**src/rtl/usb_tx_encoder.sv**
```systemverilog
// Full-speed USB transmit line encoder.
// Accepts packet bytes over valid/ready and drives SYNC, NRZI-encoded and
// bit-stuffed data (LSB first), then EOP on d_plus/d_minus. Bit periods run
// 8,8,9 clocks so that three bits take 25 clocks.
module usb_tx_encoder #(
  parameter logic [7:0] SYNC_BYTE = 8'h80
) (
  input  logic       clk,
  input  logic       n_rst,
  input  logic       tx_valid,
  input  logic [7:0] tx_byte,
  input  logic       tx_last,
  output logic       tx_ready,
  output logic       d_plus,
  output logic       d_minus,
  output logic       tx_busy,
  output logic       tx_done,
  output logic       tx_error
);

  typedef enum logic [2:0] {
    ST_IDLE,
    ST_SYNC,
    ST_DATA,
    ST_STUFF,
    ST_EOP_SE0,
    ST_EOP_J
  } state_t;

  // How the line registers change at the end of a cycle
  typedef enum logic [2:0] {
    LN_KEEP,
    LN_START,
    LN_BIT,
    LN_SE0,
    LN_J
  } line_op_t;

  state_t     state_q;
  state_t     state_d;

  // Bit timer
  logic [3:0] cyc_cnt;
  logic [1:0] phase;
  logic       bit_tick;

  // Datapath
  logic [2:0] bit_idx;
  logic [7:0] shifter;
  logic       cur_last;
  logic [7:0] hold_byte;
  logic       hold_full;
  logic       hold_last;
  logic       last_accepted;
  logic [2:0] ones_count;
  logic       resume_boundary;
  logic       eop_second;
  logic       run_q;

  // Combinational control
  logic       accept;
  logic       cur_bit;
  logic [2:0] ones_next;
  logic       at_boundary;
  line_op_t   line_op;
  logic       nxt_bit;
  logic       load_hold;
  logic       load_byp;
  logic       adv_bit;
  logic       shift_en;
  logic       enter_stuff;
  logic       set_err;
  logic       set_done;

  // State register
  always_ff @(posedge clk or negedge n_rst) begin
    if (!n_rst) begin
      state_q <= ST_IDLE;
    end else begin
      state_q <= state_d;
    end
  end

  // Bit currently on the line and the run length it produces
  always_comb begin
    cur_bit = 1'b0;
    case (state_q)
      ST_SYNC: cur_bit = SYNC_BYTE[bit_idx];
      ST_DATA: cur_bit = shifter[0];
      default: cur_bit = 1'b0;
    endcase
    ones_next = cur_bit ? (ones_count + 3'd1) : '0;
  end

  // Next-state and per-tick control decisions
  always_comb begin
    state_d     = state_q;
    line_op     = LN_KEEP;
    nxt_bit     = 1'b1;
    at_boundary = 1'b0;
    load_hold   = 1'b0;
    load_byp    = 1'b0;
    adv_bit     = 1'b0;
    shift_en    = 1'b0;
    enter_stuff = 1'b0;
    set_err     = 1'b0;
    set_done    = 1'b0;

    case (state_q)
      ST_IDLE: begin
        if (accept) begin
          state_d = ST_SYNC;
          line_op = LN_START;
        end
      end
      ST_SYNC: begin
        if (bit_tick) begin
          if (bit_idx != 3'd7) begin
            adv_bit = 1'b1;
            nxt_bit = SYNC_BYTE[bit_idx + 3'd1];
            line_op = LN_BIT;
          end else begin
            at_boundary = 1'b1;
          end
        end
      end
      ST_DATA: begin
        if (bit_tick) begin
          adv_bit  = 1'b1;
          shift_en = 1'b1;
          if (ones_next == 3'd6) begin
            state_d     = ST_STUFF;
            enter_stuff = 1'b1;
            nxt_bit     = 1'b0;
            line_op     = LN_BIT;
          end else if (bit_idx != 3'd7) begin
            nxt_bit = shifter[1];
            line_op = LN_BIT;
          end else begin
            at_boundary = 1'b1;
          end
        end
      end
      ST_STUFF: begin
        if (bit_tick) begin
          if (resume_boundary) begin
            at_boundary = 1'b1;
          end else begin
            // shifter already advanced past the bit that triggered the stuff
            state_d = ST_DATA;
            nxt_bit = shifter[0];
            line_op = LN_BIT;
          end
        end
      end
      ST_EOP_SE0: begin
        if (bit_tick && eop_second) begin
          state_d = ST_EOP_J;
          line_op = LN_J;
        end
      end
      ST_EOP_J: begin
        if (bit_tick) begin
          state_d  = ST_IDLE;
          set_done = 1'b1;
        end
      end
      default: state_d = ST_IDLE;
    endcase

    // Byte boundary: next byte from the holding register, directly from the
    // input on a coincident handshake, or end the packet
    if (at_boundary) begin
      if (hold_full) begin
        load_hold = 1'b1;
        nxt_bit   = hold_byte[0];
        state_d   = ST_DATA;
        line_op   = LN_BIT;
      end else if (accept) begin
        load_byp = 1'b1;
        nxt_bit  = tx_byte[0];
        state_d  = ST_DATA;
        line_op  = LN_BIT;
      end else begin
        state_d = ST_EOP_SE0;
        line_op = LN_SE0;
        set_err = !cur_last;
      end
    end
  end

  // Handshake and status outputs from registered state
  always_comb begin
    tx_busy  = (state_q != ST_IDLE);
    tx_ready = run_q && !hold_full && !last_accepted &&
               (state_q inside {ST_IDLE, ST_SYNC, ST_DATA, ST_STUFF});
    accept   = tx_valid && tx_ready;
    bit_tick = tx_busy && (cyc_cnt == ((phase == 2'd2) ? 4'd8 : 4'd7));
  end

  // 8,8,9 bit timer; held cleared while idle so each packet starts in phase
  always_ff @(posedge clk or negedge n_rst) begin
    if (!n_rst) begin
      cyc_cnt <= '0;
      phase   <= '0;
    end else if (state_q == ST_IDLE) begin
      cyc_cnt <= '0;
      phase   <= '0;
    end else if (bit_tick) begin
      cyc_cnt <= '0;
      phase   <= (phase == 2'd2) ? 2'd0 : (phase + 2'd1);
    end else begin
      cyc_cnt <= cyc_cnt + 4'd1;
    end
  end

  // Holding register, shifter, stuffing and EOP bookkeeping
  always_ff @(posedge clk or negedge n_rst) begin
    if (!n_rst) begin
      run_q           <= 1'b0;
      bit_idx         <= '0;
      shifter         <= '0;
      cur_last        <= 1'b0;
      hold_byte       <= '0;
      hold_full       <= 1'b0;
      hold_last       <= 1'b0;
      last_accepted   <= 1'b0;
      ones_count      <= '0;
      resume_boundary <= 1'b0;
      eop_second      <= 1'b0;
    end else begin
      run_q <= 1'b1;

      if (state_q == ST_IDLE || load_hold || load_byp) begin
        bit_idx <= '0;
      end else if (adv_bit) begin
        bit_idx <= bit_idx + 3'd1;
      end

      if (load_hold) begin
        shifter  <= hold_byte;
        cur_last <= hold_last;
      end else if (load_byp) begin
        shifter  <= tx_byte;
        cur_last <= tx_last;
      end else if (shift_en) begin
        shifter <= {1'b0, shifter[7:1]};
      end

      if (load_hold) begin
        hold_full <= 1'b0;
      end
      if (accept && !load_byp) begin
        hold_byte <= tx_byte;
        hold_last <= tx_last;
        hold_full <= 1'b1;
      end

      if (set_done) begin
        last_accepted <= 1'b0;
      end else if (accept && tx_last) begin
        last_accepted <= 1'b1;
      end

      if (state_q == ST_IDLE) begin
        ones_count <= '0;
      end else if (bit_tick) begin
        ones_count <= ones_next;
      end

      if (enter_stuff) begin
        resume_boundary <= (bit_idx == 3'd7);
      end

      if (state_q != ST_EOP_SE0) begin
        eop_second <= 1'b0;
      end else if (bit_tick) begin
        eop_second <= 1'b1;
      end
    end
  end

  // Registered line drivers and completion pulses
  always_ff @(posedge clk or negedge n_rst) begin
    if (!n_rst) begin
      d_plus   <= 1'b1;
      d_minus  <= 1'b0;
      tx_done  <= 1'b0;
      tx_error <= 1'b0;
    end else begin
      tx_done  <= set_done;
      tx_error <= set_err;
      case (line_op)
        LN_START: {d_plus, d_minus} <= SYNC_BYTE[0] ? 2'b10 : 2'b01;
        LN_BIT: begin
          if (!nxt_bit) begin
            {d_plus, d_minus} <= {d_minus, d_plus};
          end
        end
        LN_SE0:  {d_plus, d_minus} <= 2'b00;
        LN_J:    {d_plus, d_minus} <= 2'b10;
        default: {d_plus, d_minus} <= {d_plus, d_minus};
      endcase
    end
  end

endmodule

```
**config.mk**
```make
export PLATFORM = sky130hd
export DESIGN_NAME = usb_tx_encoder
export DESIGN_NICKNAME = d
export VERILOG_FILES = /design/src/rtl/usb_tx_encoder.sv
export SDC_FILE = /design/constraint.sdc
export NUM_CORES = 1
export LEC_CHECK = 0
export ABC_CLOCK_PERIOD_IN_PS = 6500
export BUFFER_PORTS_ARGS = -buffer_cell sky130_fd_sc_hd__buf_2
export CAP_MARGIN = 0
export CORE_MARGIN = 1.5
export CORE_UTILIZATION = 30
export CTS_BUF_LIST = sky130_fd_sc_hd__clkbuf_4
export DETAILED_ROUTE_END_ITERATION = 16
export HOLD_SLACK_MARGIN = 0.05
export PLACE_DENSITY = 0.54
export SLEW_MARGIN = 20
export SYNTH_ARGS = -nofsm -noshare
export SYNTH_HDL_FRONTEND = slang
export SYNTH_SLANG_ARGS = --single-unit
```
**constraint.sdc**
```tcl
create_clock -name clk -period 6.5 [get_ports clk]
set_input_delay 0.325 -clock clk [delete_from_list [all_inputs] [get_ports clk]]
set_output_delay 0.325 -clock clk [all_outputs]
set_load 0.03 [all_outputs]
```
==> metrics <==
Root Buffer=clkbuf_4; Placed Cells=320; Routability Congestion=around 0.81; DRC Markers=0; met1 Usage GRT=17.0%; HPWL after detailed placement=about 3200 um; reg2reg setup slack=3.81 ns; Post-synth top cells=dfrtp_1, nor2_1, mux2_2; vias in the first global route=1632; # setup viols final=0; register area share after synthesis=47.8%; nets@finish=244; share of the synthesized area in the top cell type=46.6%; Syn. warnings=0; post-synthesis compound-gate area fraction=between 10% and 20%; critical path arrival=2.96 ns; Final ANT Viol Nets=0; CTS Sinks=42; multiplexer area fraction after synthesis=9.54%; hold buffer count at cts=0; Clock Tree Buf Depth=2; CP startpoint=phase[0]; I/O Pins=18; Internal Power=0.415 mW; CP peak stage delay=around 0.64 ns; top cells by area, synth=dfrtp_1, mux2_2, nor2_1, a21oi_1, o2bb2ai_1; Die Area=just under 8000 um^2; final core occ=34.5%; Synth Net Count=227; postcts setup bufs=0; final non-filler cell total=approximately 330; VDD IR max=0.0788 mV; post-route setup TNS=0 ns; total CTS buffers=5; switch share=27.1%; Async S/R FF share, synth=100%; total track usage=13.0%; clock slew seen by the registers of the worst setup and hold paths=about 0.14 ns; synthesized area per cell=~10 um^2; Worst-Margin Slew=0.949 ns; Critical Path Sink Type=register; Tmin final=2.69 ns; CP max FO=15; initial antenna violation count=0; Fillers=743; worst skew pair latency=~0.36 ns; final hold violation count=0; Synth Area in Adders=2.27%; outcome=complete, no violations; Mapped Cells=roughly 210; top cell type by total area after synthesis=dfrtp_1; initial DRC count=94; largest net degree at the start of global routing=between 40 and 50; P_sw=0.154 mW; Core Box Area=between 7000 and 8000 um^2; Die Y=approximately 89 um; Yosys cell types=50; EDFF count, synth=0; maxcap violations=0; Starting Density=30.7%; first-pass GRT wire length=7770 um; Reg power frac=around 55%; Leakage Power=1.07 nW; GR Overflow Total=0; htree depth=2; Achievable Freq=approximately 0.37 GHz; Worst Skew=around 0.020 ns; Synth Flop Type=dfrtp_1; busiest layer in global routing=met2; FF-to-FF Start=phase[0]; CP startpoint kind=register; post-synthesis cell area=2200 um^2; post-synthesis simple-gate area fraction=18.2%; DR WL/cell=13.8 um; Slowest-stage cell, CP=or4_4; vias per inst=5.09; combinational power share=15.3%; drt first pass iters=4; Worst slew margin=36.7%; required time worst endpoint=between 6 and 7 ns; std cell rows=31; Final Cycle Share=41.4%; PwrDens=230 nW/um^2; antenna cells=0; vias post-DR=1668; unrepaired setup endpoints after global routing=no; Die W=88.7 um; Synth Register Bits=42; final total power=0.569 mW; Post-Synth XOR/XNOR Area=1.19%; met3 GRT Util=3.64%; drt total wl=4540 um; post_cts resized=0; fraction of layout cells with a size suffix above 1=24.5%; CP cell instances=or4b_4, o32a_2, or4_4, nor4_4, nor2_2, a31o_1; met2 Track Usage GR=20.6%; most common cell in the netlist=dfrtp_1; clock share of power=about 30%; Worst Hold Class=in -> async; Slew Viols, Final=0; input/output buffers=17; CTS tree=built; Layout Area Growth over Synthesis=12.4%; CP Class=reg -> reg; main combinational cell family by area after synthesis=compound AO/OA/AOI/OAI gates
## flip-flops by register name, summed over array words and instances, names as in the netlist, 2 cells and up
register and flops:
ones_count 3, bit_idx 3, cyc_cnt 4, state_q 3, hold_byte 8, phase 2, shifter 8
## final cells by class
class                      count  area [um^2]  area share (%)
timing repair buffer          18         92.6            3.74
tap                           99          124            5.00
multi-input combinational    155         1100            44.5
clock buffer                   6         45.0            1.82
inverter                       6         22.5           0.910
clock inverter                 2         37.5            1.52
sequential                    42         1050            42.5
## metrics by stage
| stage | hold slack [ns] | setup WS, ns | instance area, um^2 |
|---|---|---|---|
| detailed placement | 0.419 | 3.78 | 2390 |
| CTS | 0.134 | 3.78 | 2480 |
| finish | 0.102 | 3.81 | 2480 |
| global placement | 0.416 | 3.84 | 2390 |
| global route | 0.159 | 3.64 | 2480 |
| floorplan | 0.0294 | 3.77 | 2200 |
## cells by family (layout without fill, tap and decap cells)
| logic type | after synthesis | in the layout |
|---|---|---|
| adders and majority gates | 4 | 4 |
| buffers and inverters | 14 | 32 |
| muxes | 19 | 19 |
| and+or+nand+nor | 72 | 72 |
| DFF | 42 | 42 |
| xor gates and xnor gates | 3 | 3 |
| AOI/OAI and AO/OA | 56 | 56 |
| other | 1 | 1 |
## worst paths after layout
check,endpoint,cells past startpoint
setup / recovery,d_minus,6
hold / removal,shifter[7],1
setup reg to reg,d_minus,6
hold reg to reg,tx_error,1
max in group asynchronous,phase[0],1
min in group clk,hold_byte[4],2
## worst max-delay path: cells and delay by family (launching register included)
family / cells / cell delay, ns
DFF: 1 / 0.43
AOI/OAI and AO/OA: 2 / 0.55
and+or+nand+nor: 4 / 1.63
## power groups by stage
stage	Combinational (mW)	Sequential [mW]	Clock [mW]
after floorplan	0.0574	0.316	0
after global placement	0.0882	0.315	0
after detailed placement	0.0887	0.316	0
after CTS	0.0891	0.311	0.181
after global routing	0.0985	0.315	0.193
final	0.0868	0.311	0.171
## metal layers
| metal | share of wire, % | wire length [um] |
|---|---|---|
| met5 | 0 | 0 |
| met4 | 2.0 | 92 |
| met3 | 2.3 | 105 |
| met2 | 49 | 2240 |
| met1 | 46 | 2110 |
## cell usage in the layout (no fill, tap or decap), types with 2 or more instances in the layout
| master | Yosys | final |
|---|---|---|
| nor4_4 | 2 | 2 |
| nor2_1 | 25 | 25 |
| nand3_1 | 2 | 2 |
| nor4bb_1 | 3 | 3 |
| or2_2 | 2 | 2 |
| mux2i_1 | 3 | 3 |
| nor2b_1 | 3 | 3 |
| mux2_2 | 16 | 16 |
| o22ai_1 | 2 | 2 |
| ha_1 | 4 | 4 |
| a211o_1 | 2 | 2 |
| a211oi_1 | 2 | 2 |
| dfrtp_1 | 41 | 41 |
| o21ai_0 | 6 | 6 |
| o31ai_1 | 3 | 3 |
| xnor2_1 | 2 | 2 |
| inv_1 | 6 | 6 |
| nand2_1 | 15 | 15 |
| o2bb2ai_1 | 7 | 7 |
| clkbuf_4 | 0 | 6 |
| nor4_1 | 2 | 2 |
| o211a_1 | 2 | 2 |
| a21oi_1 | 13 | 13 |
| nor3_1 | 8 | 7 |
| buf_2 | 1 | 17 |
| a22oi_1 | 8 | 8 |
No activity file was read; power rests on OpenSTA's default activity.
